--- config.mk ---
export PLATFORM = sky130hd
export DESIGN_NAME = node_beta
export DESIGN_NICKNAME = d
export VERILOG_FILES = /design/src/rtl/node_beta.sv
export SDC_FILE = /design/constraint.sdc
export NUM_CORES = 1
export LEC_CHECK = 0
export CAP_MARGIN = 20
export CORE_MARGIN = 3
export CORE_UTILIZATION = 30
export DETAILED_ROUTE_END_ITERATION = 7
export PLACE_DENSITY = 0.47
export SLEW_MARGIN = 20
export SYNTH_ARGS = -nofsm -noshare
export SYNTH_HDL_FRONTEND = slang
export SYNTH_SLANG_ARGS = --single-unit
--- constraint.sdc ---
create_clock -name clk -period 4.52 [get_ports clk]
set_input_delay 0.904 -clock clk [delete_from_list [all_inputs] [get_ports clk]]
set_output_delay 0.904 -clock clk [all_outputs]
set_load 0.05 [all_outputs]
--- src/rtl/node_beta.sv ---
// Frame accumulator for node_alpha's unthrottled sample stream: a small FIFO
// absorbs samples, every FRAME_LEN of them are summed and offered on a valid/ready port.
module node_beta #(
  parameter  int WIDTH     = 8,
  parameter  int DEPTH     = 4,
  parameter  int FRAME_LEN = 4,
  localparam int SUM_W     = WIDTH + $clog2(FRAME_LEN),
  localparam int FILL_W    = $clog2(DEPTH + 1)
) (
  input  logic              clk,
  input  logic              rst,
  input  logic [WIDTH-1:0]  data_in,
  input  logic              valid_in,
  input  logic              clear,
  output logic [SUM_W-1:0]  sum_out,
  output logic              sum_valid,
  input  logic              sum_ready,
  output logic [FILL_W-1:0] fill_level,
  output logic              overflow
);

  localparam int PTR_W = $clog2(DEPTH);
  localparam int CNT_W = $clog2(FRAME_LEN + 1);

  localparam logic [0:0] ACCUM = 1'b0;
  localparam logic [0:0] HOLD  = 1'b1;

  localparam logic [CNT_W-1:0]  LAST_CNT = CNT_W'(FRAME_LEN - 1);
  localparam logic [FILL_W-1:0] FULL_LVL = FILL_W'(DEPTH);

  logic [WIDTH-1:0] mem [DEPTH];
  logic [PTR_W-1:0] wr_ptr;
  logic [PTR_W-1:0] rd_ptr;
  logic [SUM_W-1:0] acc;
  logic [CNT_W-1:0] count;
  logic [0:0]       state;

  logic             full;
  logic             pop;
  logic             push;
  logic             drop;
  logic [SUM_W-1:0] acc_next;

  // A full FIFO still accepts a sample when the same edge frees a slot.
  assign full     = (fill_level == FULL_LVL);
  assign pop      = (state == ACCUM) && (fill_level != '0);
  assign push     = valid_in && (!full || pop);
  assign drop     = valid_in && !push;
  assign acc_next = acc + SUM_W'(mem[rd_ptr]);

  // Pointers are cleared on rst/clear, so stray writes on those edges are harmless.
  always_ff @(posedge clk) begin
    if (push)
      mem[wr_ptr] <= data_in;
  end

  always_ff @(posedge clk) begin
    if (rst || clear) begin
      wr_ptr     <= '0;
      rd_ptr     <= '0;
      fill_level <= '0;
      acc        <= '0;
      count      <= '0;
      state      <= ACCUM;
      sum_out    <= '0;
      sum_valid  <= 1'b0;
      overflow   <= 1'b0;
    end else begin
      if (push)
        wr_ptr <= wr_ptr + PTR_W'(1);
      if (pop)
        rd_ptr <= rd_ptr + PTR_W'(1);

      if (push && !pop)
        fill_level <= fill_level + FILL_W'(1);
      else if (pop && !push)
        fill_level <= fill_level - FILL_W'(1);

      if (drop)
        overflow <= 1'b1;

      case (state)
        ACCUM: begin
          if (pop) begin
            acc   <= acc_next;
            count <= count + CNT_W'(1);
            if (count == LAST_CNT) begin
              sum_out   <= acc_next;
              sum_valid <= 1'b1;
              state     <= HOLD;
            end
          end
        end
        HOLD: begin
          // The handshake edge only returns to ACCUM; popping resumes next edge.
          if (sum_ready) begin
            sum_valid <= 1'b0;
            acc       <= '0;
            count     <= '0;
            state     <= ACCUM;
          end
        end
        default: state <= ACCUM;
      endcase
    end
  end

endmodule

Word-level counts from Yosys, hierarchy flattened
Memory sizes are Yosys's and may differ from the RTL's. A register that Yosys moved wholly into a read port is not among the register bits.
Cells that the tools add are included.
{"block": "word_totals", "ff_bits": 33, "mem_bits_rw": 32, "output_inout_bits": 15, "elab_cells": 57, "n_memories": 1}
{"name": "mem", "words": 4, "word_bits": 8, "rd": 1, "rd_ports_with_merged_regs": 1, "wr": 1, "line": "31", "text": "logic [WIDTH-1:0] mem [DEPTH];"}
{"block": "classes", "n_addsub": 6, "n_eq_ne": 5, "muxes": 20, "n_bitwise": 1, "reduce_logical": 15}
{"cell": "10-bit 2-to-1 mux", "n": 2}
{"cell": "10-bit one-hot mux with 2 select lines", "n": 1}
{"cell": "3-bit 2-to-1 mux", "n": 4}
{"cell": "10-bit by 8-bit adder with 10-bit output", "n": 1}
{"cell": "1-bit 2-to-1 mux", "n": 8}
{"cell": "3-bit by 1-bit adder with 3-bit output, second input constant", "n": 2}
{"cell": "3-bit one-hot mux with 2 select lines", "n": 1}
{"cell": "3-bit AND reduction", "n": 2}
{"cell": "1-bit logical AND", "n": 5}
{"cell": "2-bit by 1-bit adder with 2-bit output, second input constant", "n": 2}
{"cell": "2-bit 2-to-1 mux", "n": 2}
{"cell": "2-bit != test, second input constant", "n": 2}
{"cell": "1-bit one-hot mux with 2 select lines", "n": 2}
{"cell": "3-bit by 2-bit equality test with 1-bit output, second input constant", "n": 1}
{"cell": "3-bit equality test, second input constant", "n": 1}
{"cell": "1-bit zero test", "n": 3}
{"cell": "3-bit nonzero test", "n": 1}
{"cell": "3-bit by 1-bit subtractor with 3-bit output, second input constant", "n": 1}
{"cell": "1-bit logical OR", "n": 2}
{"cell": "2-bit by 1-bit != test with 1-bit output, second input constant", "n": 1}
{"cell": "2-bit AND reduction", "n": 1}
{"cell": "2-bit nonzero test", "n": 1}
{"cell": "1-bit NOT", "n": 1}

Longest topological paths before layout
Gate-level depths: netlist of run 1.
{"block": "logic_depth", "ltp_word": 8, "mapped_depth": 10, "depth_no_buf": 9}

Worst setup path before layout of run 1
No wires, ideal clock.
{"block": "synth_path", "kind": "register to register", "from": "register fill_level[0]", "to": "register fill_level[2]", "setup_time_ns": 0.070, "arrival_time_ns": 2.496, "required_time_ns": 4.450, "slack_ns": 1.954, "path_stages_with_launch": 11, "period_less_slack_ns": 2.566, "path_cell_list": "dfxtp_1 > or3_1 > and2_4 > buf_6 > inv_2 > ha_1 > inv_1 > fa_1 > xor2_1 > or3_1 > a21oi_1"}
{"block": "synth_between", "elab_chain_cells": 7, "elab_cells_between_ends": 15, "cone_classes": "add/sub (2); eq/ne (1); mux (2); reduce/logical (10)"}
{"element": "start, declared", "line": "18", "text": "output logic [FILL_W-1:0] fill_level,"}
{"element": "start signal, assigned", "line": "75", "text": "fill_level <= fill_level + FILL_W'(1);"}
{"element": "start signal, assigned", "line": "77", "text": "fill_level <= fill_level - FILL_W'(1);"}
{"element": "branches (longest 7 deep; another with 3-bit by 1-bit subtractor with 3-bit output)"}
Several ways; the timed one is not identified. The select of a mux whose other input is x is not followed.
A chain may end at the register's enable or synchronous reset.

==> metrics.md, run 1 <==
| Metric | Value |
|---|---|
| Status | `finished clean` |
| Slew headroom | `40.6%` |
| CP required | `about 4800 ps` |
| # Max-Cap Violations | `0` |
| Unrepaired setup endpoints after global routing | `false` |
| Final worst path period share | `65.3%` |
| Routed Antenna Nets | `0` |
| Switch Pwr | `0.477 mW` |
| CTS H-tree depth | `3` |
| Chip Width | `approximately 110 microns` |
| Routing usage on met3 | `between 3 and 4%` |
| Placed cell count | `392` |
| Internal power | `1.06 mW` |
| Synth Area in Compound Gates | `8.74%` |
| Combinational fraction of design power | `between 20% and 30%` |
| Final setup viols | `0` |
| Fmax | `339 MHz` |
| Setup Buffers After CTS | `0` |
| I/O Buffers | `27` |
| Cts repair resizes | `0` |
| Die ar. | `approximately 11000 sq um` |
| Ys async rst share | `0%` |
| Simple-gate share of the synthesized area | `13.8%` |
| WP data arrival | `between 3000 and 4000 ps` |
| Largest net degree at the start of global routing | `34` |
| Post-route minimum period | `2950 ps` |
| Min-delay src | `sum_valid` |
| CTS tree | `yes` |
| Min-delay worst type | `reg2reg` |
| Ys flop type | `dfxtp_1` |
| Flop pwr share | `45.1%` |
| Routing usage on met1 | `between 10% and 20%` |
| Reg-to-Reg End | `sum_out[7]` |
| Met2 usage | `16.5%` |
| Multi-input logic area | `1190 sq um` |
| Vias per cell | `4.70` |
| Critical path type | `reg2reg` |
| Row cnt | `35` |
| Fill cells | `965` |
| Longest Clk Path Bufs | `2` |
| Initial DRC Count | `67` |
| P_leak | `approximately 1.2 nW` |
| Post-synth top area cell | `edfxtp_1` |
| Multiplexer share of the synthesized area | `7.06%` |
| Critical Path End Type | `register` |
| Worst R2R Setup Slack | `1570 ps` |
| Share of cells above drive strength 1 | `about a tenth` |
| GPL Wtd Cong | `about 0.71` |
| Clock transition at path regs | `80 ps` |
| Nets | `304` |
| Synth top cells by count | `dfxtp_1 (35), edfxtp_1 (32), nor2_1 (24)` |
| Final hold vios | `0` |
| Adder-cell share of the synthesized area | `approximately 7.6%` |
| Net Sw Frac | `31.0%` |
| Synthesized area per cell | `about 12 sq um` |
| Final slew viol count | `0` |
| Hold_buf cts | `0` |
| Share of total power in the clock network | `31.9%` |
| Vias after detailed routing | `1916` |
| GRT Overall Usage | `11.1%` |
| Flops & latches, synth | `67` |
| Starting density of the core | `roughly a third` |
| Syn Nets | `approximately 280` |
| Gate Count Post-Synth | `249` |
| Synth-to-Final Area Change | `17.9%` |
| Worst slew pin tran | `888 ps` |
| Vert. Die Dim | `roughly 110 microns` |
| ANT cells | `0` |
| Num ports | `28` |
| DP HPWL | `3820 microns` |
| Setup crit start kind | `register` |
| Most numerous cell in the Yosys netlist | `dfxtp_1` |
| Post-synthesis cell area | `2980 sq um` |
| Post-synthesis sequential area ratio | `55.8%` |
| Initial antenna violation count | `0` |
| Maximum vdd ir drop | `0.202 mV` |
| Xor and xnor area share after synthesis | `between 2 and 3%` |
| Post-synth EDFFs | `32` |
| Synth unique cells | `47` |
| Top cell type's share of synthesized area | `32.3%` |
| Clock latency on the worst-skew pair | `340 ps` |
| Drt pass-1 iters | `4` |
| First-pass GRT wire length | `9630 microns` |
| Crit path max fanout | `8` |
| Reg2Reg Depth | `7` |
| DRC violations left | `0` |
| Clock Sinks | `67` |
| PwrDens | `438 nW/um^2` |
| Vias in the first global route | `1873` |
| Synth top area cells | `edfxtp_1 (32%), dfxtp_1 (24%), ha_1 (6.3%)` |
| Final std cells w/o fill | `408` |
| Largest family of logic cells by synthesized area | `simple AND/OR/NAND/NOR gates` |
| CTS root buffer | `clkbuf_8` |
| Core area | `between 9000 and 10000 sq um` |
| Storage element area | `1660 sq um` |
| Fin Setup TNS | `0 ps` |
| Congestion Overflow GR | `0` |
| Synth warnings | `0` |
| Final wirelength | `5680 microns` |
| Hold path depth | `2` |
| Hold worst-path end | `sum_valid` |
| Grt peak-use layer | `met2` |
| Cts bufs inserted | `9` |
| Clk_skew | `9.73 ps` |
| Wire length per cell | `13.9 microns` |
cell type report:
class	count	area share [%]
clock buffers	10	3.63
clock inverters	6	1.89
inverters	10	1.07
multi-input cells	159	33.8
flip-flops and latches	67	47.3
well taps	129	4.60
repair buffers	27	7.70
routing by layer:
layer	routed length [microns]	part of all wire [%]	vias to the layer above
li1	-	-	956
met4	92	1.6	0
met1	2840	50	907
met5	0	0	-
met2	2460	43	45
met3	293	5.2	8
cell families after synthesis:
family	after synthesis
AND/OR/NAND/NOR	83
flip-flops	67
AO/OA/AOI/OAI	39
buffers and inverters	23
adder cells (fa/ha/maj)	17
multiplexers	11
XOR/XNOR	9
layout by cell type (no fill, tap or decap), drive strengths merged, types with 6 or more instances in the layout:
cell / Yosys / final
dfxtp: 35 / 35
nand3: 11 / 11
clkdlybuf4s50: 0 / 27
nand2: 18 / 18
ha: 15 / 15
mux4: 8 / 8
a22oi: 6 / 6
and2: 6 / 6
clkbuf: 6 / 10
a21oi: 17 / 17
nor2: 24 / 24
inv: 10 / 10
edfxtp: 32 / 32
power groups by stage:
stage	Sequential, mW	Clock [mW]	Combinational [mW]
after floorplan	0.717	0	0.283
after global placement	0.709	0	0.356
after detailed placement	0.710	0	0.357
after CTS	0.696	0.504	0.360
after global routing	0.700	0.531	0.397
final	0.694	0.491	0.353
flip-flops by register name (all words and copies together) (netlist names), named ones only:
register	cells
mem	32
acc	10
sum_out	10
count	3
fill_level	3
rd_ptr	2
wr_ptr	2
overflow	1
state	1
sum_valid	1
how the worst max path moves through the flow:
stage / start / endpoint / slack [ps]
after floorplan: fill_level[0] / fill_level[2] / 1950
after global placement: valid_in / fill_level[2] / 1320
after detailed placement: valid_in / fill_level[2] / 1250
after CTS: register / sum_out[7] / 1540
after global routing: register / sum_out[6] / 1300
final: register / sum_out[7] / 1570
critical path, cell delays in order (launching register included):
cell	delay, ps
dfxtp_1	680
mux4_2	620
ha_1	310
a211oi_1	290
o21ai_1	190
a31oi_1	360
nor4_1	110
a211o_1	290
per-stage QoR:
| stage | power [mW] | utilization [%] | area [sq um] | setup WS [ps] | hold WS [ps] |
|---|---|---|---|---|---|
| 2_1_floorplan | 0.999 | - | 2980 | 1950 | 438 |
| 3_3_place_gp | 1.07 | 35.1 | 3320 | 1320 | 444 |
| 3_5_place_dp | 1.07 | 35.1 | 3320 | 1250 | 448 |
| 4_1_cts | 1.56 | 37.1 | 3510 | 1540 | 458 |
| 5_1_grt | 1.63 | 37.1 | 3510 | 1300 | 475 |
| 6_report | 1.54 | 37.1 | 3510 | 1570 | 453 |
(Power assumes the default switching activity.)
==> run 2, diff against run 1 <==
==> constraint.sdc (replaced) <==
create_clock -name clk -period 3 [get_ports clk]
set_input_delay 0.6 -clock clk [delete_from_list [all_inputs] [get_ports clk]]
set_output_delay 0.6 -clock clk [all_outputs]
set_load 0.05 [all_outputs]
==> metrics.md, run 2 (synthesized netlist as in run 1, its figures left out) <==
| Metric | Value |
|---|---|
| Status | `finished clean` |
| CTS H-tree depth | `3` |
| Switch Pwr | `roughly 0.7 mW` |
| Max FFs per register | `32` |
| Clock Sinks | `67` |
| Power Total | `between 2 and 2.5 mW` |
| Starting density of the core | `between 30% and 40%` |
| Setup crit start kind | `register` |
| Critical Path End Type | `register` |
| Final WS setup | `roughly 350 ps` |
| Maximum vdd ir drop | `0.296 mV` |
| Fill cells | `953` |
| Clock latency on the worst-skew pair | `approximately 340 ps` |
| Core area | `9460 sq um` |
| Clock transition at path regs | `about 70 ps` |
| Final setup viols | `0` |
| P_leak | `between 1 and 1.5 nW` |
| Crit-path cells | `buf_4 > mux4_2 > ha_1 > a21o_1 > a221o_1 > a41oi_1 > or3_1 > a31oi_1` |
| Longest Clk Path Bufs | `2` |
| I/O Buffers | `27` |
| Worst path max stage delay | `roughly 510 ps` |
| CTS tree | `yes` |
| Slew headroom | `55.5%` |
| Share of total power in the clock network | `approximately a third` |
| Num ports | `28` |
| Initial DRC Count | `between 50 and 60` |
| PwrDens | `660 nW/um^2` |
| Hold_buf cts | `0` |
| Vert. Die Dim | `around 110 microns` |
| Final wirelength | `5670 microns` |
| Top Registers | `mem (32), acc (10), sum_out (10)` |
| Worst slew pin tran | `667 ps` |
| GRT Overall Usage | `10.6%` |
| Die ar. | `11200 sq um` |
| Post-route minimum period | `approximately 2600 ps` |
| Final worst path period share | `between 80 and 90%` |
| GPL Wtd Cong | `between 0.7 and 0.8` |
| Cts bufs inserted | `9` |
| Routed Antenna Nets | `0` |
| Commonest non-fill, non-tap cell in the layout | `dfxtp_1` |
| # Max-Cap Violations | `0` |
| Vias per cell | `around 4.7` |
| Most frequent cells in the layout | `dfxtp_1 (34), edfxtp_1 (32), clkdlybuf4s50_1 (27)` |
| Initial antenna violation count | `0` |
| Placed cell count | `396` |
| Final std cells w/o fill | `412` |
| Crit path max fanout | `6` |
| Synth-to-Final Area Change | `19.3%` |
| Top reg by flops | `mem` |
| Flop pwr share | `44.4%` |
| Placed cell areas | `3350 sq um` |
| Cell area after layout | `between 3000 and 4000 sq um` |
| WP data arrival | `2840 ps` |
| Chip Width | `106 microns` |
| Combinational fraction of design power | `between 20% and 30%` |
| First-pass GRT wire length | `9360 microns` |
| Drt pass-1 iters | `4` |
| CTS root buffer | `clkbuf_8` |
| DRC violations left | `0` |
| Critical path type | `reg2reg` |
| DP HPWL | `3880 microns` |
| CP required | `3200 ps` |
| Largest net degree at the start of global routing | `34` |
| Vias after detailed routing | `about 1.9k` |
| Final slew viol count | `0` |
| Row cnt | `35` |
| Nets | `between 300 and 400` |
| Worst path slowest cell | `mux4_2` |
| Net Sw Frac | `about 30%` |
| Min-delay worst type | `reg2reg` |
| Internal power | `1.63 mW` |
| Fin Setup TNS | `0 ps` |
| Unrepaired setup endpoints after global routing | `false` |
| Congestion Overflow GR | `0` |
| Pre-CTS WS | `around 170 ps` |
| Share of cells above drive strength 1 | `12.4%` |
| Clk_skew | `about 8.3 ps` |
| Fmax | `378 MHz` |
| Final hold vios | `0` |
| Wire length per cell | `~14 microns` |
| ANT cells | `0` |
| Vias in the first global route | `~1.8k` |
[run 2: cell types whose count changed in the layout (fill, tap and decap cells not counted)]
cell        before  now
dfxtp_1         35   34
clkbuf_8         9   10
buf_4            0    4
clkinv_1         1    0
clkinv_2         0    1
dfxtp_2          0    1
inv_6            0    1
clkinvlp_4       2    0
[run 2: critical path: cells and delay by family, from the launching register on]
| family | cells | cell delay, ps |
|---|---|---|
| simple gates | 1 | 150 |
| fa+ha+maj | 1 | 370 |
| buf+inv | 1 | 180 |
| mux | 1 | 510 |
| flops | 1 | 450 |
| compound gates | 4 | 850 |
[run 2: path summary, 6_finish.rpt]
path                                  from          to  slack (ps)  cells past startpoint
worst max-delay path              register      acc[8]         350                      8
worst min-delay path            sum_out[3]  sum_out[3]         460                      2
worst max register to register    register      acc[8]         350                      8
worst min register to register  sum_out[3]  sum_out[3]         460                      2
[run 2: routing by layer]
metal	GRT usage (%)	share of wire, %	vias to the layer above
met5	0	0	-
met4	2.78	1.1	0
met3	4.04	5.3	7
met2	15.8	45	50
met1	14.6	49	900
li1	-	-	964
[run 2: cell type report]
class / count / area, sq um / area share [%]
tap: 129 / 161 / 4.54
timing repair buffer: 31 / 300 / 8.45
inverter: 10 / 37.5 / 1.06
multi-input combinational: 159 / 1190 / 33.4
clock buffer: 11 / 141 / 3.98
clock inverter: 5 / 61.3 / 1.73
sequential: 67 / 1660 / 46.8
[run 2: power by group through the flow]
stage / combinational (mW) / sequential, mW / clock (mW)
2_1_floorplan: 0.426 / 1.08 / 0
3_3_place_gp: 0.545 / 1.06 / 0
3_5_place_dp: 0.540 / 1.06 / 0
4_1_cts: 0.544 / 1.04 / 0.793
5_1_grt: 0.596 / 1.05 / 0.834
6_report: 0.538 / 1.04 / 0.766
[run 2: timing repair]
action | in CTS | in global routing
setup buffers | 0 | 0
gates resized for setup | 0 | 1
endpoints found under the setup margin | 0 | 3
[run 2: stage by stage]
stage / hold slack (ps) / util [%]
finish: 457 / 37.6
CTS: 458 / 37.5
global route: 486 / 37.6
floorplan: 438 / -
detailed placement: 447 / 35.4
global placement: 445 / 35.4
==> run 3, diff against run 2 <==
--- a/config.mk
+++ b/config.mk
@@ -5,7 +5,7 @@
 export SDC_FILE = /design/constraint.sdc
 export NUM_CORES = 1
 export LEC_CHECK = 0
-export CAP_MARGIN = 20
+export CAP_MARGIN = 10
 export CORE_MARGIN = 3
 export CORE_UTILIZATION = 30
 export DETAILED_ROUTE_END_ITERATION = 7
==> constraint.sdc (replaced) <==
create_clock -name clk -period 3 [get_ports clk]
set_input_delay 0.3 -clock clk [delete_from_list [all_inputs] [get_ports clk]]
set_output_delay 0.3 -clock clk [all_outputs]
set_load 0.05 [all_outputs]
==> metrics.md, run 3 (synthesized netlist as in run 1, its figures left out) <==
| Metric | Value |
|---|---|
| P_leak | `approximately 1.3 nW` |
| CTS H-tree depth | `3` |
| DP HPWL | `~3900 microns` |
| # Max-Cap Violations | `0` |
| CTS root buffer | `clkbuf_8` |
| Share of total power in the clock network | `between 30 and 40%` |
| First-pass GRT wire length | `between 9000 and 10000 microns` |
| Nets | `308` |
| Slew headroom | `55.8%` |
| Worst path slowest cell | `mux4_2` |
| Drt pass-1 iters | `4` |
| Fin Setup TNS | `0 ps` |
| Status | `finished clean` |
| Placed cell areas | `3350 sq um` |
| Share of cells above drive strength 1 | `12.7%` |
| Final setup viols | `0` |
| Combinational fraction of design power | `22.0%` |
| Final hold vios | `0` |
| Maximum vdd ir drop | `0.300 mV` |
| Congestion Overflow GR | `0` |
| Vias after detailed routing | `1936` |
| Cell family with the largest share of critical-path delay | `compound AO/OA/AOI/OAI gates` |
| Cts bufs inserted | `9` |
| Row cnt | `35` |
| Final slew viol count | `0` |
| Unrepaired setup endpoints after global routing | `false` |
| Vias in the first global route | `1872` |
| Fmax | `~370 MHz` |
| Clk_skew | `8.16 ps` |
| Final wirelength | `5720 microns` |
| Top reg by flops | `mem` |
| Cell area after layout | `3580 sq um` |
| Vias per cell | `4.70` |
| PwrDens | `683 nW/um^2` |
| Critical Path End Type | `register` |
| Setup crit start kind | `register` |
| Num ports | `28` |
| DRC violations left | `0` |
| Hold_buf cts | `0` |
| Flop pwr share | `around 43%` |
| Crit-path cells | `buf_4 > mux4_2 > ha_1 > a21o_1 > a221o_1 > a41oi_1 > nand3_1 > a31oi_1` |
| Clock Sinks | `67` |
| Worst path max stage delay | `slightly below 500 ps` |
| Max FFs per register | `32` |
| Core area | `roughly 9500 sq um` |
| Crit path max fanout | `6` |
| Internal power | `approximately 1.7 mW` |
| Clock transition at path regs | `70 ps` |
| Die ar. | `approximately 11000 sq um` |
| Net Sw Frac | `between 20 and 30%` |
| Post-route minimum period | `2690 ps` |
| Routing usage on met1 | `14.5%` |
| Initial DRC Count | `64` |
| Critical path type | `reg2reg` |
| Final WS setup | `306 ps` |
| GPL Wtd Cong | `0.770` |
| WP data arrival | `roughly 3000 ps` |
| ANT cells | `0` |
| Commonest non-fill, non-tap cell in the layout | `dfxtp_1` |
| Min-delay worst type | `reg2reg` |
| Met2 usage | `16.2%` |
| Min-delay src | `sum_out[3]` |
| Starting density of the core | `31.5%` |
| Final worst path period share | `between 80% and 90%` |
| Clock latency on the worst-skew pair | `approximately 350 ps` |
| Longest Clk Path Bufs | `2` |
| Initial antenna violation count | `0` |
| Largest net degree at the start of global routing | `34` |
| Fin util | `a little under two fifths` |
| Synth-to-Final Area Change | `20.3%` |
| Routed Antenna Nets | `0` |
| Switch Pwr | `0.728 mW` |
| WP buf/inv | `1` |
| Pre-CTS WS | `198 ps` |
| Vert. Die Dim | `106 microns` |
| Setup Buffers After CTS | `0` |
| Chip Width | `~110 microns` |
| Most frequent cells in the layout | `dfxtp_1 (34), edfxtp_1 (32), clkdlybuf4s50_1 (27)` |
| I/O Buffers | `27` |
| GRT Overall Usage | `10.9%` |
| Routing usage on met3 | `approximately 5.0%` |
| Grt peak-use layer | `met2` |
| Top Registers | `mem (32), acc (10), sum_out (10)` |
| Worst slew pin tran | `663 ps` |
| Wire length per cell | `13.9 microns` |
| CP required | `3270 ps` |
| CTS tree | `yes` |
[run 3: final cells by class]
class | count | area (sq um)
fill | 960 | 5880
clock inverter | 6 | 95.1
inverter | 10 | 37.5
clock buffer | 10 | 138
timing repair buffer | 31 | 300
multi-input combinational | 159 | 1190
sequential | 67 | 1660
tap | 129 | 161
[run 3: metal layers]
layer / vias to the layer above / share of wire, %
met5: - / 0
met4: 0 / 1.1
met3: 8 / 6.7
met2: 53 / 43
met1: 915 / 49
li1: 960 / -
[run 3: final timing paths]
| path | to | slack, ps | cells after the start |
|---|---|---|---|
| max | acc[8] | 310 | 8 |
| min | sum_out[3] | 450 | 2 |
| max reg2reg | acc[8] | 310 | 8 |
| min reg2reg | sum_out[3] | 450 | 2 |
[run 3: metrics by stage]
stage / std cells / hold slack, ps / total power [mW]
floorplan: 249 / 399 / 1.51
global placement: 396 / 443 / 1.61
detailed placement: 396 / 448 / 1.61
CTS: 412 / 458 / 2.49
global route: 412 / 484 / 2.59
finish: 412 / 452 / 2.45
[run 3: worst register-to-register path, stage by stage (launching register included)]
cell	delay (ps)
dfxtp_2	450
buf_4	180
mux4_2	490
ha_1	370
a21o_1	220
a221o_1	310
a41oi_1	290
nand3_1	120
a31oi_1	170
[run 3: power by group through the flow]
stage               sequential [mW]  combinational, mW  clock [mW]
detailed placement             1.06              0.545           0
CTS                            1.04              0.549       0.893
floorplan                      1.08              0.426           0
global placement               1.06              0.544           0
global route                   1.05              0.598       0.936
finish                         1.04              0.539       0.867
[run 3: what timing repair did]
item / CTS / global route
hold endpoints to repair: 0 / 0
resized for setup: 0 / 1
endpoints found under the setup margin: 0 / 2
